===== config.mk =====
export PLATFORM = sky130hd
export DESIGN_NAME = decode_stage_flat
export DESIGN_NICKNAME = d
export VERILOG_FILES = /design/src/rtl/decode_stage_pkg.sv /design/src/rtl/decode_stage_if.sv /design/src/rtl/decode_stage_imm_gen.sv /design/src/rtl/decode_stage.sv /design/src/flat_wrapper.sv
export SDC_FILE = /design/constraint.sdc
export NUM_CORES = 1
export LEC_CHECK = 0
export ABC_AREA = 1
export CORE_MARGIN = 2
export CORE_UTILIZATION = 47
export CTS_BUF_LIST = sky130_fd_sc_hd__clkbuf_16
export DETAILED_ROUTE_END_ITERATION = 7
export PLACE_DENSITY = 0.83
export SYNTH_ARGS = -nofsm -noshare
export SYNTH_HDL_FRONTEND = slang
export SYNTH_SLANG_ARGS = --single-unit

===== constraint.sdc =====
create_clock -name clk -period 3.5 [get_ports clk]
set_input_delay 0.35 -clock clk [delete_from_list [all_inputs] [get_ports clk]]
set_output_delay 0.35 -clock clk [all_outputs]
set_load 0.05 [all_outputs]

===== src/rtl/decode_stage_pkg.sv =====
// ---------------------------------------------------------------------------
// decode_stage_pkg
// Shared definitions for the decode stage and its helpers:
//   - RV base opcode constants
//   - funct3 / funct7 values that the legality checks key on
//   - imm_type_t, the immediate-format selector (also an output of the stage)
//   - decode_fields_t, the XLEN-independent part of the decoded bundle
//   - shiftImmUpperOk(), legality of the upper bits of a shift-immediate
// ---------------------------------------------------------------------------
package decode_stage_pkg;

   localparam logic [6:0] OPC_LUI     = 7'b0110111;
   localparam logic [6:0] OPC_AUIPC   = 7'b0010111;
   localparam logic [6:0] OPC_JAL     = 7'b1101111;
   localparam logic [6:0] OPC_JALR    = 7'b1100111;
   localparam logic [6:0] OPC_BRANCH  = 7'b1100011;
   localparam logic [6:0] OPC_LOAD    = 7'b0000011;
   localparam logic [6:0] OPC_STORE   = 7'b0100011;
   localparam logic [6:0] OPC_OPIMM   = 7'b0010011;
   localparam logic [6:0] OPC_OP      = 7'b0110011;
   localparam logic [6:0] OPC_MISCMEM = 7'b0001111;
   localparam logic [6:0] OPC_SYSTEM  = 7'b1110011;

   localparam logic [2:0] F3_JALR     = 3'b000;
   localparam logic [2:0] F3_BR_RSV0  = 3'b010;
   localparam logic [2:0] F3_BR_RSV1  = 3'b011;
   localparam logic [2:0] F3_LD       = 3'b011;
   localparam logic [2:0] F3_LWU      = 3'b110;
   localparam logic [2:0] F3_LD_RSV   = 3'b111;
   localparam logic [2:0] F3_SD       = 3'b011;
   localparam logic [2:0] F3_SLL      = 3'b001;
   localparam logic [2:0] F3_SR       = 3'b101;
   localparam logic [2:0] F3_ADDSUB   = 3'b000;

   localparam logic [6:0] F7_BASE     = 7'b0000000;
   localparam logic [6:0] F7_ALT      = 7'b0100000;

   typedef enum logic [2:0] {
      IMM_NONE = 3'd0,
      IMM_I    = 3'd1,
      IMM_S    = 3'd2,
      IMM_B    = 3'd3,
      IMM_U    = 3'd4,
      IMM_J    = 3'd5
   } imm_type_t;

   typedef struct packed {
      logic [6:0] opcode;
      logic [4:0] rd;
      logic [4:0] rs1;
      logic [4:0] rs2;
      logic [2:0] funct3;
      logic [6:0] funct7;
      imm_type_t  immType;
      logic       rs1Used;
      logic       rs2Used;
      logic       rdWe;
      logic       illegal;
   } decode_fields_t;

   // On RV64 bit 25 belongs to the 6-bit shift amount, so it is masked out
   // before comparing the remaining upper bits against the allowed patterns.
   function automatic logic shiftImmUpperOk(input logic [31:25] upper,
                                            input logic       allowAlt,
                                            input logic       rv64);
      logic [6:0] bits;
      bits = upper;
      if (rv64) begin
         bits[0] = 1'b0;
      end
      return (bits == F7_BASE) || (allowAlt && (bits == F7_ALT));
   endfunction

endpackage


===== src/rtl/decode_stage_if.sv =====
// ---------------------------------------------------------------------------
// decode_stage_if
// Handshake and bus signals around the decode stage.
//   Input side : in_valid, in_ready, in_instr, in_pc, flush
//   Output side: out_valid, out_ready, out_pc, out_opcode, out_rd, out_rs1,
//                out_rs2, out_funct3, out_funct7, out_imm, out_imm_type,
//                out_rs1_used, out_rs2_used, out_rd_we, out_illegal
// Modports:
//   master - the surrounding pipeline (fetch drives the input side,
//            execute consumes the output side)
//   slave  - the decode stage itself
// ---------------------------------------------------------------------------
interface decode_stage_if
   import decode_stage_pkg::*;
#(
   parameter int XLEN = 32
) ();

   logic            in_valid;
   logic            in_ready;
   logic [31:0]     in_instr;
   logic [XLEN-1:0] in_pc;
   logic            flush;

   logic            out_valid;
   logic            out_ready;
   logic [XLEN-1:0] out_pc;
   logic [6:0]      out_opcode;
   logic [4:0]      out_rd;
   logic [4:0]      out_rs1;
   logic [4:0]      out_rs2;
   logic [2:0]      out_funct3;
   logic [6:0]      out_funct7;
   logic [XLEN-1:0] out_imm;
   imm_type_t       out_imm_type;
   logic            out_rs1_used;
   logic            out_rs2_used;
   logic            out_rd_we;
   logic            out_illegal;

   modport master (
      output in_valid, in_instr, in_pc, flush, out_ready,
      input  in_ready, out_valid, out_pc, out_opcode, out_rd, out_rs1,
             out_rs2, out_funct3, out_funct7, out_imm, out_imm_type,
             out_rs1_used, out_rs2_used, out_rd_we, out_illegal
   );

   modport slave (
      input  in_valid, in_instr, in_pc, flush, out_ready,
      output in_ready, out_valid, out_pc, out_opcode, out_rd, out_rs1,
             out_rs2, out_funct3, out_funct7, out_imm, out_imm_type,
             out_rs1_used, out_rs2_used, out_rd_we, out_illegal
   );

endinterface


===== src/rtl/decode_stage_imm_gen.sv =====
// ---------------------------------------------------------------------------
// imm_gen
// Combinational immediate generator: picks the immediate bit layout for the
// requested format and sign-extends from instr[31] to XLEN bits. IMM_NONE
// (and any unused encoding) yields zero.
// Ports:
//   instr_i   in  [31:7]  instruction bits above the opcode
//   immType_i in  3       imm_type_t format selector
//   imm_o     out XLEN    sign-extended immediate
// ---------------------------------------------------------------------------
module imm_gen
   import decode_stage_pkg::*;
#(
   parameter int XLEN = 32
) (
   input  logic [31:7]     instr_i,
   input  imm_type_t       immType_i,
   output logic [XLEN-1:0] imm_o
);

   logic signBit;

   assign signBit = instr_i[31];

   // Each format reassembles its scattered immediate bits; the replication
   // count always stays at least one so the same expressions work for both
   // datapath widths.
   always_comb begin
      imm_o = '0;
      case (immType_i)
         IMM_I: imm_o = {{(XLEN-11){signBit}}, instr_i[30:20]};
         IMM_S: imm_o = {{(XLEN-11){signBit}}, instr_i[30:25], instr_i[11:7]};
         IMM_B: imm_o = {{(XLEN-12){signBit}}, instr_i[7], instr_i[30:25],
                         instr_i[11:8], 1'b0};
         IMM_U: imm_o = {{(XLEN-31){signBit}}, instr_i[30:12], 12'b0};
         IMM_J: imm_o = {{(XLEN-20){signBit}}, instr_i[19:12], instr_i[20],
                         instr_i[30:21], 1'b0};
         default: imm_o = '0;
      endcase
   end

endmodule


===== src/rtl/decode_stage.sv =====
// ---------------------------------------------------------------------------
// decode_stage
// Registered instruction decoder between fetch and register-read. Each
// accepted instruction is classified (immediate format, operand usage,
// writeback, legality), its immediate is generated, and the whole bundle is
// held in a single output register behind a valid/ready handshake.
// Ports:
//   clk    in  rising-edge clock
//   rst_n  in  synchronous active-low reset
//   bus    decode_stage_if.slave - fetch-side handshake, flush, and the
//          registered decoded bundle towards execute
// Parameters:
//   XLEN          32 or 64; pc/immediate width and RV64 load/store legality
//   HOLD_ON_FLUSH 1: flush is ignored while the output is stalled
// ---------------------------------------------------------------------------
module decode_stage
   import decode_stage_pkg::*;
#(
   parameter int XLEN          = 32,
   parameter bit HOLD_ON_FLUSH = 1'b0
) (
   input logic           clk,
   input logic           rst_n,
   decode_stage_if.slave bus
);

   localparam logic RV64 = (XLEN == 64);

   logic [31:0]     instr;
   decode_fields_t  decoded;
   logic [XLEN-1:0] immNew;
   logic            capture;
   logic            flushTakes;

   logic            outValid_q;
   logic            outValid_d;
   decode_fields_t  fields_q;
   decode_fields_t  fields_d;
   logic [XLEN-1:0] pc_q;
   logic [XLEN-1:0] pc_d;
   logic [XLEN-1:0] imm_q;
   logic [XLEN-1:0] imm_d;

   assign instr = bus.in_instr;

   // Classifier: raw fields are always passed through, then the opcode picks
   // the immediate format and operand flags, and the per-opcode rules decide
   // legality. An illegal word keeps its raw fields but loses its immediate
   // format and every usage/writeback flag, so execute never acts on it.
   always_comb begin
      decoded         = '0;
      decoded.opcode  = instr[6:0];
      decoded.rd      = instr[11:7];
      decoded.funct3  = instr[14:12];
      decoded.rs1     = instr[19:15];
      decoded.rs2     = instr[24:20];
      decoded.funct7  = instr[31:25];
      decoded.immType = IMM_NONE;
      decoded.illegal = (instr[1:0] != 2'b11);

      case (decoded.opcode)
         OPC_LUI, OPC_AUIPC: begin
            decoded.immType = IMM_U;
            decoded.rdWe    = 1'b1;
         end
         OPC_JAL: begin
            decoded.immType = IMM_J;
            decoded.rdWe    = 1'b1;
         end
         OPC_JALR: begin
            decoded.immType = IMM_I;
            decoded.rs1Used = 1'b1;
            decoded.rdWe    = 1'b1;
            if (decoded.funct3 != F3_JALR) decoded.illegal = 1'b1;
         end
         OPC_LOAD: begin
            decoded.immType = IMM_I;
            decoded.rs1Used = 1'b1;
            decoded.rdWe    = 1'b1;
            if ((decoded.funct3 == F3_LD_RSV) ||
                (!RV64 && ((decoded.funct3 == F3_LD) || (decoded.funct3 == F3_LWU))))
               decoded.illegal = 1'b1;
         end
         OPC_OPIMM: begin
            decoded.immType = IMM_I;
            decoded.rs1Used = 1'b1;
            decoded.rdWe    = 1'b1;
            if ((decoded.funct3 == F3_SLL) && !shiftImmUpperOk(instr[31:25], 1'b0, RV64))
               decoded.illegal = 1'b1;
            if ((decoded.funct3 == F3_SR) && !shiftImmUpperOk(instr[31:25], 1'b1, RV64))
               decoded.illegal = 1'b1;
         end
         OPC_SYSTEM, OPC_MISCMEM: begin
            decoded.immType = IMM_I;
         end
         OPC_STORE: begin
            decoded.immType = IMM_S;
            decoded.rs1Used = 1'b1;
            decoded.rs2Used = 1'b1;
            if (decoded.funct3[2] || (!RV64 && (decoded.funct3 == F3_SD)))
               decoded.illegal = 1'b1;
         end
         OPC_BRANCH: begin
            decoded.immType = IMM_B;
            decoded.rs1Used = 1'b1;
            decoded.rs2Used = 1'b1;
            if ((decoded.funct3 == F3_BR_RSV0) || (decoded.funct3 == F3_BR_RSV1))
               decoded.illegal = 1'b1;
         end
         OPC_OP: begin
            decoded.rs1Used = 1'b1;
            decoded.rs2Used = 1'b1;
            decoded.rdWe    = 1'b1;
            if ((decoded.funct7 != F7_BASE) && (decoded.funct7 != F7_ALT))
               decoded.illegal = 1'b1;
            if ((decoded.funct7 == F7_ALT) &&
                (decoded.funct3 != F3_ADDSUB) && (decoded.funct3 != F3_SR))
               decoded.illegal = 1'b1;
         end
         default: begin
            decoded.illegal = 1'b1;
         end
      endcase

      // Writes to x0 are architecturally dropped, so they never request writeback.
      decoded.rdWe = decoded.rdWe && (decoded.rd != 5'd0);

      if (decoded.illegal) begin
         decoded.immType = IMM_NONE;
         decoded.rs1Used = 1'b0;
         decoded.rs2Used = 1'b0;
         decoded.rdWe    = 1'b0;
      end
   end

   imm_gen #(
      .XLEN (XLEN)
   ) uImmGen (
      .instr_i   (instr[31:7]),
      .immType_i (decoded.immType),
      .imm_o     (immNew)
   );

   // The stage can take a new word whenever its single slot is empty or is
   // being drained this cycle; in_valid deliberately plays no part here.
   assign bus.in_ready = !outValid_q || bus.out_ready;
   assign capture      = bus.in_valid && bus.in_ready;

   // With HOLD_ON_FLUSH set, a stalled bundle is protected from flush so the
   // consumer still sees it once it becomes ready.
   assign flushTakes = bus.flush &&
                       !(HOLD_ON_FLUSH && outValid_q && !bus.out_ready);

   // Next-state for the output slot in priority order flush > capture > drain.
   // Data only moves on capture, which keeps every field bit-stable during a
   // stall; a flush or drain simply clears valid.
   always_comb begin
      outValid_d = outValid_q;
      fields_d   = fields_q;
      pc_d       = pc_q;
      imm_d      = imm_q;
      if (flushTakes) begin
         outValid_d = 1'b0;
      end else if (capture) begin
         outValid_d = 1'b1;
         fields_d   = decoded;
         pc_d       = bus.in_pc;
         imm_d      = immNew;
      end else if (bus.out_ready) begin
         outValid_d = 1'b0;
      end
   end

   // Output register; reset clears the held bundle entirely, including data,
   // so downstream sees an all-zero bundle with IMM_NONE after reset.
   always_ff @(posedge clk) begin
      if (!rst_n) begin
         outValid_q <= 1'b0;
         fields_q   <= '0;
         pc_q       <= '0;
         imm_q      <= '0;
      end else begin
         outValid_q <= outValid_d;
         fields_q   <= fields_d;
         pc_q       <= pc_d;
         imm_q      <= imm_d;
      end
   end

   assign bus.out_valid    = outValid_q;
   assign bus.out_pc       = pc_q;
   assign bus.out_opcode   = fields_q.opcode;
   assign bus.out_rd       = fields_q.rd;
   assign bus.out_rs1      = fields_q.rs1;
   assign bus.out_rs2      = fields_q.rs2;
   assign bus.out_funct3   = fields_q.funct3;
   assign bus.out_funct7   = fields_q.funct7;
   assign bus.out_imm      = imm_q;
   assign bus.out_imm_type = fields_q.immType;
   assign bus.out_rs1_used = fields_q.rs1Used;
   assign bus.out_rs2_used = fields_q.rs2Used;
   assign bus.out_rd_we    = fields_q.rdWe;
   assign bus.out_illegal  = fields_q.illegal;

endmodule


===== src/flat_wrapper.sv =====
// flat-port wrapper written by rule: the top's interface ports become plain ports
module decode_stage_flat import decode_stage_pkg::*;
#(
   parameter int XLEN          = 32,
   parameter bit HOLD_ON_FLUSH = 1'b0
)
  (clk, rst_n, bus_in_valid, bus_in_instr, bus_in_pc, bus_flush, bus_out_ready, bus_in_ready, bus_out_valid, bus_out_pc, bus_out_opcode, bus_out_rd, bus_out_rs1, bus_out_rs2, bus_out_funct3, bus_out_funct7, bus_out_imm, bus_out_imm_type, bus_out_rs1_used, bus_out_rs2_used, bus_out_rd_we, bus_out_illegal);
  decode_stage_if #(.XLEN(XLEN)) bus_i ();
  input logic clk;
  input logic rst_n;
  input wire logic [$bits(bus_i.in_valid)-1:0] bus_in_valid;
  input wire logic [$bits(bus_i.in_instr)-1:0] bus_in_instr;
  input wire logic [$bits(bus_i.in_pc)-1:0] bus_in_pc;
  input wire logic [$bits(bus_i.flush)-1:0] bus_flush;
  input wire logic [$bits(bus_i.out_ready)-1:0] bus_out_ready;
  output wire logic [$bits(bus_i.in_ready)-1:0] bus_in_ready;
  output wire logic [$bits(bus_i.out_valid)-1:0] bus_out_valid;
  output wire logic [$bits(bus_i.out_pc)-1:0] bus_out_pc;
  output wire logic [$bits(bus_i.out_opcode)-1:0] bus_out_opcode;
  output wire logic [$bits(bus_i.out_rd)-1:0] bus_out_rd;
  output wire logic [$bits(bus_i.out_rs1)-1:0] bus_out_rs1;
  output wire logic [$bits(bus_i.out_rs2)-1:0] bus_out_rs2;
  output wire logic [$bits(bus_i.out_funct3)-1:0] bus_out_funct3;
  output wire logic [$bits(bus_i.out_funct7)-1:0] bus_out_funct7;
  output wire logic [$bits(bus_i.out_imm)-1:0] bus_out_imm;
  output wire logic [$bits(bus_i.out_imm_type)-1:0] bus_out_imm_type;
  output wire logic [$bits(bus_i.out_rs1_used)-1:0] bus_out_rs1_used;
  output wire logic [$bits(bus_i.out_rs2_used)-1:0] bus_out_rs2_used;
  output wire logic [$bits(bus_i.out_rd_we)-1:0] bus_out_rd_we;
  output wire logic [$bits(bus_i.out_illegal)-1:0] bus_out_illegal;
  assign bus_i.in_valid = bus_in_valid;
  assign bus_i.in_instr = bus_in_instr;
  assign bus_i.in_pc = bus_in_pc;
  assign bus_i.flush = bus_flush;
  assign bus_i.out_ready = bus_out_ready;
  assign bus_in_ready = bus_i.in_ready;
  assign bus_out_valid = bus_i.out_valid;
  assign bus_out_pc = bus_i.out_pc;
  assign bus_out_opcode = bus_i.out_opcode;
  assign bus_out_rd = bus_i.out_rd;
  assign bus_out_rs1 = bus_i.out_rs1;
  assign bus_out_rs2 = bus_i.out_rs2;
  assign bus_out_funct3 = bus_i.out_funct3;
  assign bus_out_funct7 = bus_i.out_funct7;
  assign bus_out_imm = bus_i.out_imm;
  assign bus_out_imm_type = bus_i.out_imm_type;
  assign bus_out_rs1_used = bus_i.out_rs1_used;
  assign bus_out_rs2_used = bus_i.out_rs2_used;
  assign bus_out_rd_we = bus_i.out_rd_we;
  assign bus_out_illegal = bus_i.out_illegal;
  decode_stage #(.XLEN(XLEN), .HOLD_ON_FLUSH(HOLD_ON_FLUSH)) u_core (.clk(clk), .rst_n(rst_n), .bus(bus_i));
endmodule

==> flow_summary.json <==
{
  "arrival_ps": 2790,
  "synth_top_area_cell": "dfxtp_1",
  "fillCellCount": 763,
  "pre_cts_slack_ps": 648,
  "irDropWorstVdd_uv": 309,
  "rsz0062_at_grt": "no",
  "ctsRootBufferMaster": "clkbuf_16",
  "first_pass_iters": 5,
  "min_path_cells": 2,
  "synthAdderAreaFrac_pct": 0,
  "slew_headroom_pct": 37.8,
  "clk_pin_slew_worst_paths_ps": 70,
  "synth-seq-cells": 104,
  "status": "completed",
  "grt_max_degree": 122,
  "hp-start": "u_core.bus.out_funct7[0]",
  "drive_gt1_share_pct": 7.93,
  "cts.sinks": 104,
  "maxSlewViolCount": 0,
  "detailed_place_hpwl_mm": 9.39,
  "port_buffers": 173,
  "power.density_mw_per_mm2": 428,
  "rr_worst_depth": 7,
  "ys_types": 33,
  "io_pins": 174,
  "cts_tree": "yes",
  "synth_commonest_cells": "nand2_1, nor2_1, dfxtp_1",
  "grt_pass1_vias": 4363,
  "rrSetupSlack_ps": 1610,
  "diodes": 0,
  "finalHoldViolations": 0,
  "drc": 0,
  "gp_congestion": 0.847,
  "area_growth_pct": 46.7,
  "setup_violations": 0,
  "worstPathMaxFanout": 11,
  "cts_buffers": 9,
  "fin_tns_setup_ps": 0,
  "worstMarginPinSlew_ps": 933,
  "routed_wl_mm": 13.1,
  "start_util_pct": 47.9,
  "yosys_warnings": 0,
  "cts_hold_buf": 0,
  "synth_flop_cell": "dfxtp_1",
  "chipHeight_um": 100,
  "synth.area.mux_share_pct": 0,
  "fmax_mhz": 396,
  "cts_setup_buffers": 0,
  "synth_top_area_share_pct": 47.7,
  "avgSynthCellArea_um2": 7.28,
  "cts_resized": 0,
  "synth_edf_count": 0,
  "seq_area_frac_synth_pct": 47.7,
  "cts_max_path_buffers": 2,
  "whs_endpoint": "u_core.bus.out_funct7[0]",
  "yosysMostFrequentCell": "nand2_1",
  "fin_area_mm2": 0.00640,
  "drtIter0Drc": 287,
  "reg2reg_from": "u_core.bus.out_valid",
  "detail-route-antenna-nets": 0,
  "syn_area_mm2": 0.00437,
  "synth_top_family_by_area": "simple AND/OR/NAND/NOR gates",
  "hold_path_class": "flip-flop to flip-flop",
  "syn_nets": 669,
  "placementRows": 35,
  "r2r-end": "u_core.bus.out_imm[6]",
  "vias_per_cell": 5.24,
  "layout.nets": 821,
  "h-tree-depth": 3,
  "holdWs_ps": 464,
  "cp.required_ps": 3770,
  "place_area_mm2": 0.00613,
  "wire_per_inst_um": 15.0,
  "core_area_mm2": 0.00911,
  "ys_async_sr_fraction_pct": 0,
  "cp-end-kind": "flip-flop",
  "grt_usage_pct": 26.0,
  "finalCriticalPeriod_ps": 2520,
  "die_x_um": 100,
  "synth_simple_gate_area_share_pct": 29.0,
  "grt_overflow_total": 0,
  "crit_path_start_kind": "primary input",
  "fin_skew_ps": 5.80,
  "critPathKind": "primary input to flip-flop",
  "synth_compound_area_share_pct": 17.0,
  "insertion_delay_ps": 340,
  "dr_total_vias": 4551,
  "grt_pass1_wl_mm": 21.1,
  "p_leak_nw": 2.59,
  "die_area_mm2": 0.0101,
  "synth-xor-area-share_pct": 0,
  "antenna_found_initial": 0,
  "synthCells": 600,
  "synth_area_leaders": "dfxtp_1, nand2_1, nor2_1",
  "cap_violations": 0,
  "fin_ws_ps": 977,
  "finalCritPeriodShare_pct": 72.1
}
-- layer usage --
| metal | share of wire [%] | vias up | global-route usage [%] |
|---|---|---|---|
| li1 | - | 2239 | - |
| met1 | 42 | 2080 | 32.9 |
| met2 | 46 | 203 | 42.6 |
| met3 | 9.2 | 29 | 7.59 |
| met4 | 2.3 | 0 | 8.85 |
| met5 | 0 | - | 0 |
-- cell families (layout without fill, tap and decap cells) --
logic type	after synthesis	count (layout)
AND/OR/NAND/NOR	293	293
AO/OA/AOI/OAI	135	135
buffers and inverters	68	225
flip-flops	104	104
-- stage by stage --
stage | cells | utilization, % | power, W
floorplan | 600 | - | 0.00161
global placement | 852 | 67.3 | 0.00183
detailed placement | 852 | 67.3 | 0.00184
CTS | 868 | 70.3 | 0.00275
global route | 868 | 70.3 | 0.00284
finish | 868 | 70.3 | 0.00274
-- state kept, by name (all words and copies together) (netlist names) --
| register | cells |
|---|---|
| u_core.bus.out_rs2 | 5 |
| u_core.bus.out_rd_we | 1 |
| u_core.bus.out_imm | 32 |
| u_core.bus.out_rd | 5 |
| u_core.bus.out_pc | 32 |
| u_core.bus.out_imm_type | 3 |
| u_core.bus.out_rs2_used | 1 |
| u_core.bus.out_illegal | 1 |
| u_core.bus.out_rs1_used | 1 |
| u_core.bus.out_valid | 1 |
| u_core.bus.out_opcode | 7 |
| u_core.bus.out_rs1 | 5 |
| u_core.bus.out_funct3 | 3 |
| u_core.bus.out_funct7 | 7 |
-- final cells by class --
type | instances | area, um2 | share of cell area (%)
well taps | 111 | 139 | 2.17
repair buffers | 178 | 1780 | 27.7
inverters | 31 | 121 | 1.89
multi-input cells | 428 | 2010 | 31.5
clock buffers | 9 | 225 | 3.52
flip-flops and latches | 104 | 2080 | 32.5
clock inverters | 7 | 46.3 | 0.723
-- worst max-delay path by stage --
stage | startpoint | end | slack [ps] | depth (start not counted)
after global routing | bus_in_instr[30] | u_core.bus.out_imm[20] | 750 | 15
final | bus_in_instr[30] | u_core.bus.out_imm[20] | 980 | 15
after CTS | bus_in_instr[30] | u_core.bus.out_imm[20] | 1010 | 15
after global placement | bus_in_instr[30] | u_core.bus.out_imm[20] | 680 | 15
after detailed placement | bus_in_instr[30] | u_core.bus.out_imm[20] | 650 | 15
after floorplan | bus_in_instr[3] | u_core.bus.out_imm[21] | 1550 | 18
-- report_power, final --
part           total (W)  switching [W]  leakage (nW)  internal [W]
clock           0.000929       0.000446         0.133      0.000483
combinational   0.000548       0.000353          1.61      0.000195
sequential       0.00126      0.0000278         0.850       0.00124
-- worst max-delay path: stages --
cell             delay [ps]
clkdlybuf4s50_1         560
inv_1                   160
nand3b_1                100
nor2_1                  200
nor2_1                   70
nor2_1                  110
nor2_1                   70
nor2_4                  150
and2_1                  300
nand2_4                 110
nand2_4                 120
nand2_2                 180
o21ai_0                 130
nand2_1                  70
a21oi_1                 120
-- placed cells by master (no fill, tap or decap), types with 2 or more instances in the layout --
| master | count |
|---|---|
| nor2_1 | 108 |
| inv_6 | 2 |
| nand2_1 | 128 |
| clkinv_2 | 2 |
| a21oi_2 | 8 |
| dfxtp_1 | 104 |
| o211ai_1 | 4 |
| a21oi_1 | 50 |
| inv_2 | 6 |
| o21ai_2 | 6 |
| nand2_4 | 4 |
| and2_1 | 2 |
| nand2_2 | 4 |
| clkbuf_16 | 9 |
| nand3_1 | 31 |
| clkinvlp_4 | 2 |
| nand4_1 | 2 |
| nor2_4 | 4 |
| inv_1 | 24 |
| o21ai_0 | 64 |
| buf_4 | 4 |
| clkdlybuf4s50_1 | 172 |
| nand3_2 | 3 |
Power figures use the tool's default switching activity.
